`src/rtl/imem_loader_pkg.sv`:
```
// Shared CPU-side definitions for the instruction-memory loader.
// Data and address widths match the CPU pc/ir buses.
package imem_loader_pkg;

    localparam int DATA_W = 8;
    localparam int ADDR_W = 8;

    localparam logic [DATA_W-1:0] HEADER_DEF    = 8'hA5;
    localparam logic [ADDR_W-1:0] BASE_ADDR_DEF = 8'h00;

    typedef enum logic [2:0] {
        ST_IDLE = 3'd0,
        ST_LEN  = 3'd1,
        ST_DATA = 3'd2,
        ST_CHK  = 3'd3,
        ST_DONE = 3'd4,
        ST_ERR  = 3'd5
    } ld_state_t;

endpackage

```
`src/rtl/imem_loader.sv`:
```
// Boot loader: framed byte stream -> imem writes, holds CPU until checksum-good load.
// Latency: payload byte accepted at edge k drives the imem write port during cycle k..k+1.
// Backpressure: in_ready depends on state only; low solely once the load is done.
module imem_loader
    import imem_loader_pkg::*;
#(
    parameter logic [DATA_W-1:0] HEADER    = HEADER_DEF,
    parameter logic [ADDR_W-1:0] BASE_ADDR = BASE_ADDR_DEF
) (
    input  logic              clk,
    input  logic              reset,
    input  logic [DATA_W-1:0] in_data,
    input  logic              in_valid,
    output logic              in_ready,
    output logic              wm_imem,
    output logic [ADDR_W-1:0] waddr_imem,
    output logic [DATA_W-1:0] wdata_imem,
    output logic              cpu_hold,
    output logic              done,
    output logic              err
);

    ld_state_t         r_state;
    logic [8:0]        r_cnt;
    logic [ADDR_W-1:0] r_ptr;
    logic [DATA_W-1:0] r_sum;
    logic              r_in_ready;
    logic              r_wm;
    logic [ADDR_W-1:0] r_waddr;
    logic [DATA_W-1:0] r_wdata;
    logic              r_cpu_hold;
    logic              r_done;
    logic              r_err;

    logic w_acc;
    assign w_acc = in_valid && r_in_ready;

    always_ff @(posedge clk) begin
        if (reset) begin
            r_state    <= ST_IDLE;
            r_cnt      <= '0;
            r_ptr      <= '0;
            r_sum      <= '0;
            r_in_ready <= 1'b1;
            r_wm       <= 1'b0;
            r_waddr    <= '0;
            r_wdata    <= '0;
            r_cpu_hold <= 1'b1;
            r_done     <= 1'b0;
            r_err      <= 1'b0;
        end else begin
            r_wm <= 1'b0;
            if (w_acc) begin
                unique case (r_state)
                    ST_IDLE: begin
                        if (in_data == HEADER) r_state <= ST_LEN;
                    end
                    ST_LEN: begin
                        // A zero length byte encodes a full 256-byte frame.
                        r_cnt   <= (in_data == 8'h00) ? 9'd256 : {1'b0, in_data};
                        r_sum   <= '0;
                        r_ptr   <= BASE_ADDR;
                        r_state <= ST_DATA;
                    end
                    ST_DATA: begin
                        r_wm    <= 1'b1;
                        r_waddr <= r_ptr;
                        r_wdata <= in_data;
                        r_sum   <= r_sum + in_data;
                        r_ptr   <= r_ptr + 8'd1;
                        r_cnt   <= r_cnt - 9'd1;
                        if (r_cnt == 9'd1) r_state <= ST_CHK;
                    end
                    ST_CHK: begin
                        if (in_data == r_sum) begin
                            r_state    <= ST_DONE;
                            r_in_ready <= 1'b0;
                            r_cpu_hold <= 1'b0;
                            r_done     <= 1'b1;
                        end else begin
                            r_state <= ST_ERR;
                            r_err   <= 1'b1;
                        end
                    end
                    ST_ERR: begin
                        // Bad-frame bytes stay in imem; the CPU remains held.
                        if (in_data == HEADER) begin
                            r_state <= ST_LEN;
                            r_err   <= 1'b0;
                        end
                    end
                    default: begin
                        r_state <= r_state;
                    end
                endcase
            end
        end
    end

    assign in_ready   = r_in_ready;
    assign wm_imem    = r_wm;
    assign waddr_imem = r_waddr;
    assign wdata_imem = r_wdata;
    assign cpu_hold   = r_cpu_hold;
    assign done       = r_done;
    assign err        = r_err;

endmodule
```
`config.mk`:
```
export PLATFORM = sky130hd
export DESIGN_NAME = imem_loader
export DESIGN_NICKNAME = d
export VERILOG_FILES = /design/src/rtl/imem_loader_pkg.sv /design/src/rtl/imem_loader.sv
export SDC_FILE = /design/constraint.sdc
export NUM_CORES = 1
export LEC_CHECK = 0
export CAP_MARGIN = 20
export CORE_MARGIN = 1.5
export CORE_UTILIZATION = 55
export CTS_CLUSTER_SIZE = 30
export DETAILED_ROUTE_END_ITERATION = 8
export DONT_BUFFER_PORTS = 1
export PLACE_DENSITY = 0.72
export SYNTH_ARGS = -nofsm -noshare
export SYNTH_HDL_FRONTEND = slang
export SYNTH_SLANG_ARGS = --single-unit
```
`constraint.sdc`:
```
create_clock -name clk -period 4.54 [get_ports clk]
set_input_delay 0.908 -clock clk [delete_from_list [all_inputs] [get_ports clk]]
set_output_delay 0.908 -clock clk [all_outputs]
set_load 0.01 [all_outputs]
```
==> results_dict.tcl, run 1 <==
set metrics [dict create \
    finalHoldViolations 0 \
    cp_slowest_cell "ha_1" \
    final.setup.worst_slack_ns 2.257 \
    max_freq_ghz 0.4380 \
    rsz0062_at_grt "false" \
    tns_ns 0 \
    min_period_over_period_pct 50.29 \
    synth_compound_area_share_pct 21.88 \
    yosysMostFrequentCell "nand2_1" \
    slew_violations 0 \
    h-tree-depth 2 \
    placed_cell_area_um2 2412 \
    crit_arrival_ns 2.47 \
    critPathBufInv 0 \
    tightest_slew_ns 0.8613 \
    yosysSeqAreaShare_pct 39.26 \
    synthAdderAreaFrac_pct 5.930 \
    dieArea_um2 4859 \
    ir_drop_mv 0.2296 \
    num_antenna_cells 0 \
    worstSkewPairLatency_ns 0.30 \
    synth-xor-area-share_pct 2.505 \
    drive_above_1_share_pct 6.944 \
    synthFlopType "dfxtp_1" \
    grt_overflow_total 0 \
    cts_made_buffers 5 \
    crit_path_frequent_cell "a21o_1" \
    yosys.area.top_type "dfxtp_1" \
    synth-seq-cells 48 \
    status "complete, no violations" \
    min_path_type "flip-flop to flip-flop" \
    cts_tree "built" \
    route.detailed.drc 0 \
    crit_fanout 5 \
    synthTopCellsByCount "nand2_1, dfxtp_1, a21oi_1" \
    clock-root-buffer "clkbuf_8" \
    max_cap_viol_count 0 \
    endpoint_kind "flip-flop" \
    required_ns 4.73 \
    cts_hold_buffers 0 \
    vias 2037 \
    grt_pass1_vias 1836 \
    clock-sinks 48 \
    layout.nets 309 \
    criticalPathCategory "input port to flip-flop" \
    relSlewSlack_pct 42.58 \
    dieHeight_um 69.71 \
    drtPass1Iterations 4 \
    core-area_um2 4324 \
    cp_top_family "compound AO/OA/AOI/OAI gates" \
    track_usage_pct 22.13 \
    p_leak_nw 0.8683 \
    num_rows 24 \
    wl_per_cell_um 15.33 \
    synth_area_um2 2447 \
    die_width_um 69.71 \
    yosys.area_share.simple_pct 22.24 \
    areaGrowthSynthToFinish_pct 2.556 \
    drt-total-wl_mm 5.212 \
    min_period_ns 2.283 \
    synth_top_area_share_pct 39.26 \
    crit_chain "ha_1 -> a21o_1 -> a21o_1 -> a211oi_1 -> mux2i_1 -> mux2_2" \
    synth.area.top_cells "dfxtp_1, nand2_1, a21oi_1, ha_1, o21ai_0" \
    fin_skew_ns 0.008116 \
    pwr_density_cell_nw_per_um2 284.9 \
    gp_congestion 0.8122 \
    syn_inst 298 \
    cts_max_path_buffers 2 \
    viasPerCell 5.991 \
    antenna_found_initial 0 \
    io_pins 32 \
    yosysWarnings 0 \
    dpl_worst_slack_ns 1.950 \
    synth_nets 320 \
    io_buffer_count 0 \
    setup_viol 0 \
    grt_max_degree 52 \
    design_area_um2 2510 \
    synth-edff-count 0 \
    place_hpwl_mm 3.508 \
    first_iter_violations 150 \
    cts_resized 0 \
    worst_path_largest_cell_delay_ns 0.34 \
    synthMuxAreaShare_pct 2.198 \
    synth_top_family_by_area "simple AND/OR/NAND/NOR gates" \
    syn_area_per_cell_um2 8.213 \
    synth_cell_type_count 47 \
    ant_nets 0 \
    critPathLaunchType "input port" \
    async_flop_share_pct 0 \
    clk_pin_slew_ns 0.08 \
    grt_pass1_wl_mm 8.783 \
    start_util_pct 56.60 \
    postCtsSetupRepairBufs 0 \
]
-- placed cells by master (no fill, tap or decap), types with 3 or more instances in the layout --
cell type	Yosys	final
nand2_1	51	51
dfxtp_1	48	48
a21oi_1	37	37
nor2_1	19	19
o21ai_0	16	16
ha_1	10	10
a22oi_1	8	8
nor3_1	8	7
nand3_1	6	6
a211oi_1	6	6
clkbuf_8	3	6
inv_1	5	5
xnor2_1	5	5
a21o_1	5	5
nand2b_1	4	4
or3_1	3	3
nand4_1	3	3
a31oi_1	3	3
mux2_2	3	3
nand4b_1	3	3
o31ai_1	3	3
buf_4	1	3
-- layer usage --
| layer | share of wire [%] | global-route usage, % | up-vias |
|---|---|---|---|
| met3 | 5.5 | 6.105 | 4 |
| met5 | 0 | 0 | - |
| li1 | - | - | 1049 |
| met2 | 45 | 34.29 | 49 |
| met4 | 0.69 | 5.128 | 0 |
| met1 | 49 | 30.92 | 935 |
-- worst min-delay path: cells and delay by family (launching register included) --
family           cells  cell delay [ns]
AO/OA/AOI/OAI        1             0.05
flip-flops           1             0.33
AND/OR/NAND/NOR      1             0.06
-- stage by stage --
stage	cells	total power, mW	hold slack (ns)	utilization, %
2_1_floorplan	298	0.4602	0.4416	-
3_3_place_gp	332	0.4564	0.4506	55.79
3_5_place_dp	332	0.4565	0.4618	55.79
4_1_cts	340	0.7209	0.4786	58.04
5_1_grt	340	0.7375	0.5017	58.04
6_report	340	0.7150	0.4779	58.04
-- area by class of cell --
class | count | area (um2)
fillers | 423 | 1814
well taps | 52 | 65.06
inverters | 5 | 18.77
flip-flops and latches | 48 | 960.9
clock buffers | 6 | 82.58
repair buffers | 3 | 22.52
clock inverters | 2 | 15.01
multi-input cells | 224 | 1345
-- flip-flops by register name, summed over array words and instances (netlist names) --
register and cells:
cpu_hold 1, done 1, err 1, r_cnt 9, r_ptr 8, r_state 3
r_sum 8, waddr_imem 8, wdata_imem 8, wm_imem 1
-- cells by family after synthesis --
| logic type | Yosys count |
|---|---|
| AO/OA/AOI/OAI | 88 |
| XOR/XNOR | 7 |
| adder cells (fa/ha/maj) | 11 |
| buffers and inverters | 26 |
| flip-flops | 48 |
| multiplexers | 5 |
| AND/OR/NAND/NOR | 113 |
-- power breakdown --
group | internal, mW | switching [mW] | leakage [nW]
logic | 0.0104 | 0.0134 | 0.438
registers | 0.422 | 0.00154 | 0.386
clock network | 0.123 | 0.144 | 0.0434
-- final timing paths --
| path | start | to | slack, ns | depth (start not counted) |
|---|---|---|---|---|
| worst max register to register | cpu_hold | r_ptr[4] | 2.51 | 5 |
| worst min register to register | r_ptr[7] | waddr_imem[7] | 0.48 | 2 |
| worst min-delay path | r_ptr[7] | waddr_imem[7] | 0.48 | 2 |
| worst max-delay path | in_data[4] | r_sum[7] | 2.26 | 6 |
(Power assumes the default switching activity.)
==> run 2, diff against run 1 <==
clock period = 2.2 ns   (was 4.54 ns; I/O delays follow)
==> run 2 against run 1 <==
Effect of this change:
- clock power grew to 2.6 times the previous value
- clock skew decreased by 0.0030 ns
- routed wire length up 1.3%
- flip-flop and latch count did not move
- combinational power increased by 120%
- core utilization increased by 1.7 points
- final area is 2.9% higher
- sequential power increased by 110%
==> results_dict.tcl, run 2 (synthesized netlist as in run 1, its figures left out) <==
set metrics [dict create \
    stdcell_count 345 \
    rsz0062_at_grt "false" \
    dieHeight_um 69.71 \
    max_freq_ghz 0.4983 \
    track_usage_pct 22.32 \
    placed_cell_area_um2 2462 \
    endpoint_kind "flip-flop" \
    numPlacedInstances 337 \
    gp_congestion 0.8178 \
    relSlewSlack_pct 61.11 \
    min_period_over_period_pct 91.23 \
    criticalPathCategory "flip-flop to flip-flop" \
    crit_end "r_sum[7]" \
    clock-sinks 48 \
    first_iter_violations 123 \
    h-tree-depth 2 \
    cts_resized 0 \
    final.setup.worst_slack_ns 0.1930 \
    ir_drop_mv 0.4687 \
    worstSkewPairLatency_ns 0.30 \
    drt-total-wl_mm 5.278 \
    slew_violations 0 \
    postCtsSetupRepairBufs 0 \
    tns_ns 0 \
    cts_made_buffers 5 \
    grt_pass1_wl_mm 8.811 \
    grt.met3_usage_pct 6.250 \
    required_ns 2.41 \
    grt_pass1_vias 1873 \
    io_pins 32 \
    design_area_um2 2584 \
    start_util_pct 56.60 \
    top_register "r_cnt" \
    max_cap_viol_count 0 \
    status "complete, no violations" \
    layout_commonest_cell "nand2_1" \
    busiest_layer "met2" \
    route.detailed.drc 0 \
    crit_arrival_ns 2.21 \
    antenna_found_initial 0 \
    fin_skew_ns 0.005122 \
    largest_reg_flops 9 \
    use_met2_pct 34.08 \
    tightest_slew_ns 0.5834 \
    viasPerCell 6.049 \
    p_total_mw 1.611 \
    setup_viol 0 \
    io_buffer_count 0 \
    areaGrowthSynthToFinish_pct 5.573 \
    wl_per_cell_um 15.30 \
    r2r_slack_ns 0.19 \
    vias 2087 \
    num_antenna_cells 0 \
    dieArea_um2 4859 \
    clk_pin_slew_ns 0.09 \
    fill_cells 425 \
    cts_hold_buffers 0 \
    die_width_um 69.71 \
    timing.rr.end "r_sum[7]" \
    layout.nets 314 \
    drive_above_1_share_pct 8.532 \
    ant_nets 0 \
    clock-root-buffer "clkbuf_8" \
    core-area_um2 4324 \
    ff2ff_path_depth 6 \
    p_leak_nw 0.9116 \
    grt_max_degree 52 \
    min_path_type "input port to flip-flop" \
    dpl_worst_slack_ns 0.1118 \
    cts_tree "built" \
    cts_max_path_buffers 2 \
    grt_overflow_total 0 \
    place_hpwl_mm 3.624 \
    layout_common_cells "nand2_1, dfxtp_1, a21oi_1, nor2_1, o21ai_0" \
    critPathLaunchType "flip-flop" \
    drtPass1Iterations 5 \
    startpoint "r_sum[1]" \
    use_met1_pct 30.76 \
    pwr_density_cell_nw_per_um2 623.3 \
    r2r_start "r_sum[1]" \
    min_period_ns 2.007 \
    finalHoldViolations 0 \
    num_rows 24 \
    crit_fanout 3 \
]
[run 2: changes by cell type in the layout (fill, tap and decap cells not counted)]
cell,previous run,this run
clkinvlp_4,2,0
clkinv_4,0,1
buf_4,3,7
buf_12,0,1
bufinv_16,0,1
[run 2: worst max-delay path: stages, from the launching register on]
cell	delay (ns)
dfxtp_1	0.39
ha_1	0.28
a211oi_1	0.29
nor4b_1	0.11
a211oi_1	0.27
mux2i_1	0.23
mux2_2	0.34
[run 2: worst min path at each step]
| stage | endpoint | slack (ns) | depth (start not counted) | start |
|---|---|---|---|---|
| 2_1_floorplan | waddr_imem[7] | 0.44 | 2 | r_ptr[7] |
| 3_3_place_gp | waddr_imem[7] | 0.46 | 2 | r_ptr[7] |
| 3_5_place_dp | waddr_imem[7] | 0.46 | 2 | r_ptr[7] |
| 4_1_cts | wdata_imem[5] | 0.18 | 1 | reset |
| 5_1_grt | r_state[1] | 0.18 | 1 | reset |
| 6_report | wdata_imem[5] | 0.19 | 1 | reset |
[run 2: layer usage]
layer,routed length (um),vias to the layer above
met1,2534,971
met3,327,7
li1,-,1057
met4,65,0
met2,2350,52
met5,0,-
[run 2: layout make-up]
type                            instances  area, um2  area share (%)
Multi-Input combinational cell        224       1345           52.06
Sequential cell                        48      960.9           37.19
Clock buffer                            6      82.58           3.196
Timing Repair Buffer                    8      72.57           2.809
Tap cell                               52      65.06           2.518
Clock inverter                          2      38.79           1.501
Inverter                                5      18.77          0.7264
[run 2: per-stage QoR]
stage	hold slack, ns	util (%)
6_report	0.1878	59.75
5_1_grt	0.1754	59.75
4_1_cts	0.1815	59.75
3_5_place_dp	0.4606	56.94
3_3_place_gp	0.4565	56.94
2_1_floorplan	0.4416	-
[run 2: where the power goes]
| group | internal (mW) | switching [mW] | total (mW) | leakage (nW) |
|---|---|---|---|---|
| sequential | 0.871 | 0.00316 | 0.874 | 0.386 |
| clock | 0.372 | 0.313 | 0.685 | 0.0614 |
| combinational | 0.0233 | 0.0282 | 0.0515 | 0.464 |
| total | 1.27 | 0.345 | 1.61 | 0.912 |
==> run 3, diff against run 2 <==
CTS_CLUSTER_DIAMETER = 30   (was unset)
PLACE_DENSITY = unset   (was 0.72)
PLACE_DENSITY_LB_ADDON = 0.08   (was unset)
==> run 3 against run 2 <==
Effect of this change:
- critical path depth is the same
- register-to-register slack lost 0.06 ns
- non-clock buffer count grew 2
- die area is the same
- global-route usage grew 1.4 points
- critical path type unchanged
- largest cell class unchanged
- highest routed layer unchanged
==> results_dict.tcl, run 3 (synthesized netlist as in run 1, its figures left out) <==
set metrics [dict create \
    status "complete, no violations" \
    rsz0062_at_grt "false" \
    clock-sinks 48 \
    core-area_um2 4324 \
    setup_viol 0 \
    dieArea_um2 4859 \
    io_pins 32 \
    ir_drop_mv 0.4786 \
    crit_chain "ha_1 -> a211oi_1 -> nor4b_1 -> a211oi_1 -> mux2i_1 -> mux2_2" \
    seq_area_um2 960.9 \
    track_usage_pct 23.69 \
    min_from "reset" \
    drtPass1Iterations 4 \
    crit_arrival_ns 2.27 \
    grt_pass1_vias 1923 \
    route.detailed.drc 0 \
    final_util_pct 59.81 \
    p_leak_nw 0.9199 \
    cts_tree "built" \
    h-tree-depth 2 \
    critPathBufInv 0 \
    required_ns 2.41 \
    cts_resized 0 \
    num_antenna_cells 0 \
    slew_violations 0 \
    dieHeight_um 69.71 \
    layout_common_cells "nand2_1, dfxtp_1, a21oi_1, nor2_1, o21ai_0" \
    first_iter_violations 184 \
    pwr_density_cell_nw_per_um2 619.9 \
    min_path_type "input port to flip-flop" \
    ant_nets 0 \
    design_area_um2 2586 \
    antenna_found_initial 0 \
    wl_per_cell_um 15.69 \
    clk_pin_slew_ns 0.09 \
    gp_congestion 0.8556 \
    placed_cell_area_um2 2465 \
    fill_cells 418 \
    p_sw_uw 338.1 \
    max_cap_viol_count 0 \
    crit_fanout 3 \
    tightest_slew_ns 0.5536 \
    p_int_mw 1.265 \
    finalHoldViolations 0 \
    io_buffer_count 0 \
    crit_path_frequent_cell "a211oi_1" \
    min_period_ns 2.064 \
    critPathLaunchType "flip-flop" \
    areaGrowthSynthToFinish_pct 5.675 \
    cp_top_family "compound AO/OA/AOI/OAI gates" \
    min_period_over_period_pct 93.83 \
    cts_max_path_buffers 2 \
    largest_reg_flops 9 \
    postCtsSetupRepairBufs 0 \
    grt_overflow_total 0 \
    swShare_pct 21.09 \
    relSlewSlack_pct 62.81 \
    grt_max_degree 52 \
    vias 2052 \
    startpoint "r_sum[1]" \
    layout_commonest_cell "nand2_1" \
    max_freq_ghz 0.4844 \
    top_register "r_cnt" \
    drive_above_1_share_pct 9.153 \
    tns_ns 0 \
    cts_made_buffers 5 \
    r2r_start "r_sum[1]" \
    clockPowerShare_pct 42.3 \
    fin_skew_ns 0.009864 \
    worst_path_largest_cell_delay_ns 0.38 \
    layout.nets 316 \
    num_rows 24 \
    viasPerCell 5.914 \
    place_hpwl_mm 3.819 \
    cts_hold_buffers 0 \
    die_width_um 69.71 \
    endpoint_kind "flip-flop" \
    p_total_mw 1.603 \
    clock-root-buffer "clkbuf_8" \
    cp_slowest_cell "dfxtp_1" \
    criticalPathCategory "flip-flop to flip-flop" \
    seqPwrFrac_pct 54.5 \
    worstSkewPairLatency_ns 0.31 \
    multi_input_area_um2 1345 \
    drt-total-wl_mm 5.443 \
    power_frac_comb_pct 3.2 \
    start_util_pct 56.60 \
    grt_pass1_wl_mm 9.287 \
]
## run 3: cell count changes in the layout (fill, tap and decap cells not counted)
cell | before | now
buf_4 | 7 | 10
buf_12 | 1 | 0
## run 3: final cells by class
type                       instances  area share (%)
multi-input combinational        224           52.01
inverter                           5          0.7257
sequential                        48           37.16
clock inverter                     2           1.500
tap                               52           2.516
clock buffer                       6           3.193
timing repair buffer              10           2.903
## run 3: final timing paths
kind                                      end  slack, ns  depth (start not counted)
worst max-delay path                 r_sum[7]       0.14                          6
worst min-delay path            waddr_imem[1]       0.19                          1
worst max register to register       r_sum[7]       0.14                          6
worst min register to register  waddr_imem[7]       0.47                          2
## run 3: power groups by stage
| stage | sequential [mW] | combinational, mW | clock (mW) |
|---|---|---|---|
| final | 0.874 | 0.0515 | 0.678 |
| after global routing | 0.874 | 0.0575 | 0.728 |
| after CTS | 0.874 | 0.0511 | 0.697 |
| after detailed placement | 0.894 | 0.0508 | 0 |
| after global placement | 0.894 | 0.0504 | 0 |
| after floorplan | 0.893 | 0.0569 | 0 |
## run 3: stage by stage
stage / cells / setup WS, ns / hold slack [ns]
4_1_cts: 347 / 0.1611 / 0.1792
3_5_place_dp: 339 / 0.04922 / 0.4573
5_1_grt: 347 / 0.03884 / 0.1728
2_1_floorplan: 298 / 0.1478 / 0.4416
3_3_place_gp: 339 / 0.1079 / 0.4514
6_report: 347 / 0.1357 / 0.1869
## run 3: metal layers
layer / vias to the layer above / part of all wire, % / GRT usage [%]
met1: 953 / 48 / 33.43
met3: 7 / 4.8 / 6.541
met4: 0 / 1.4 / 8.333
li1: 1050 / - / -
met2: 42 / 46 / 34.94
met5: - / 0 / 0
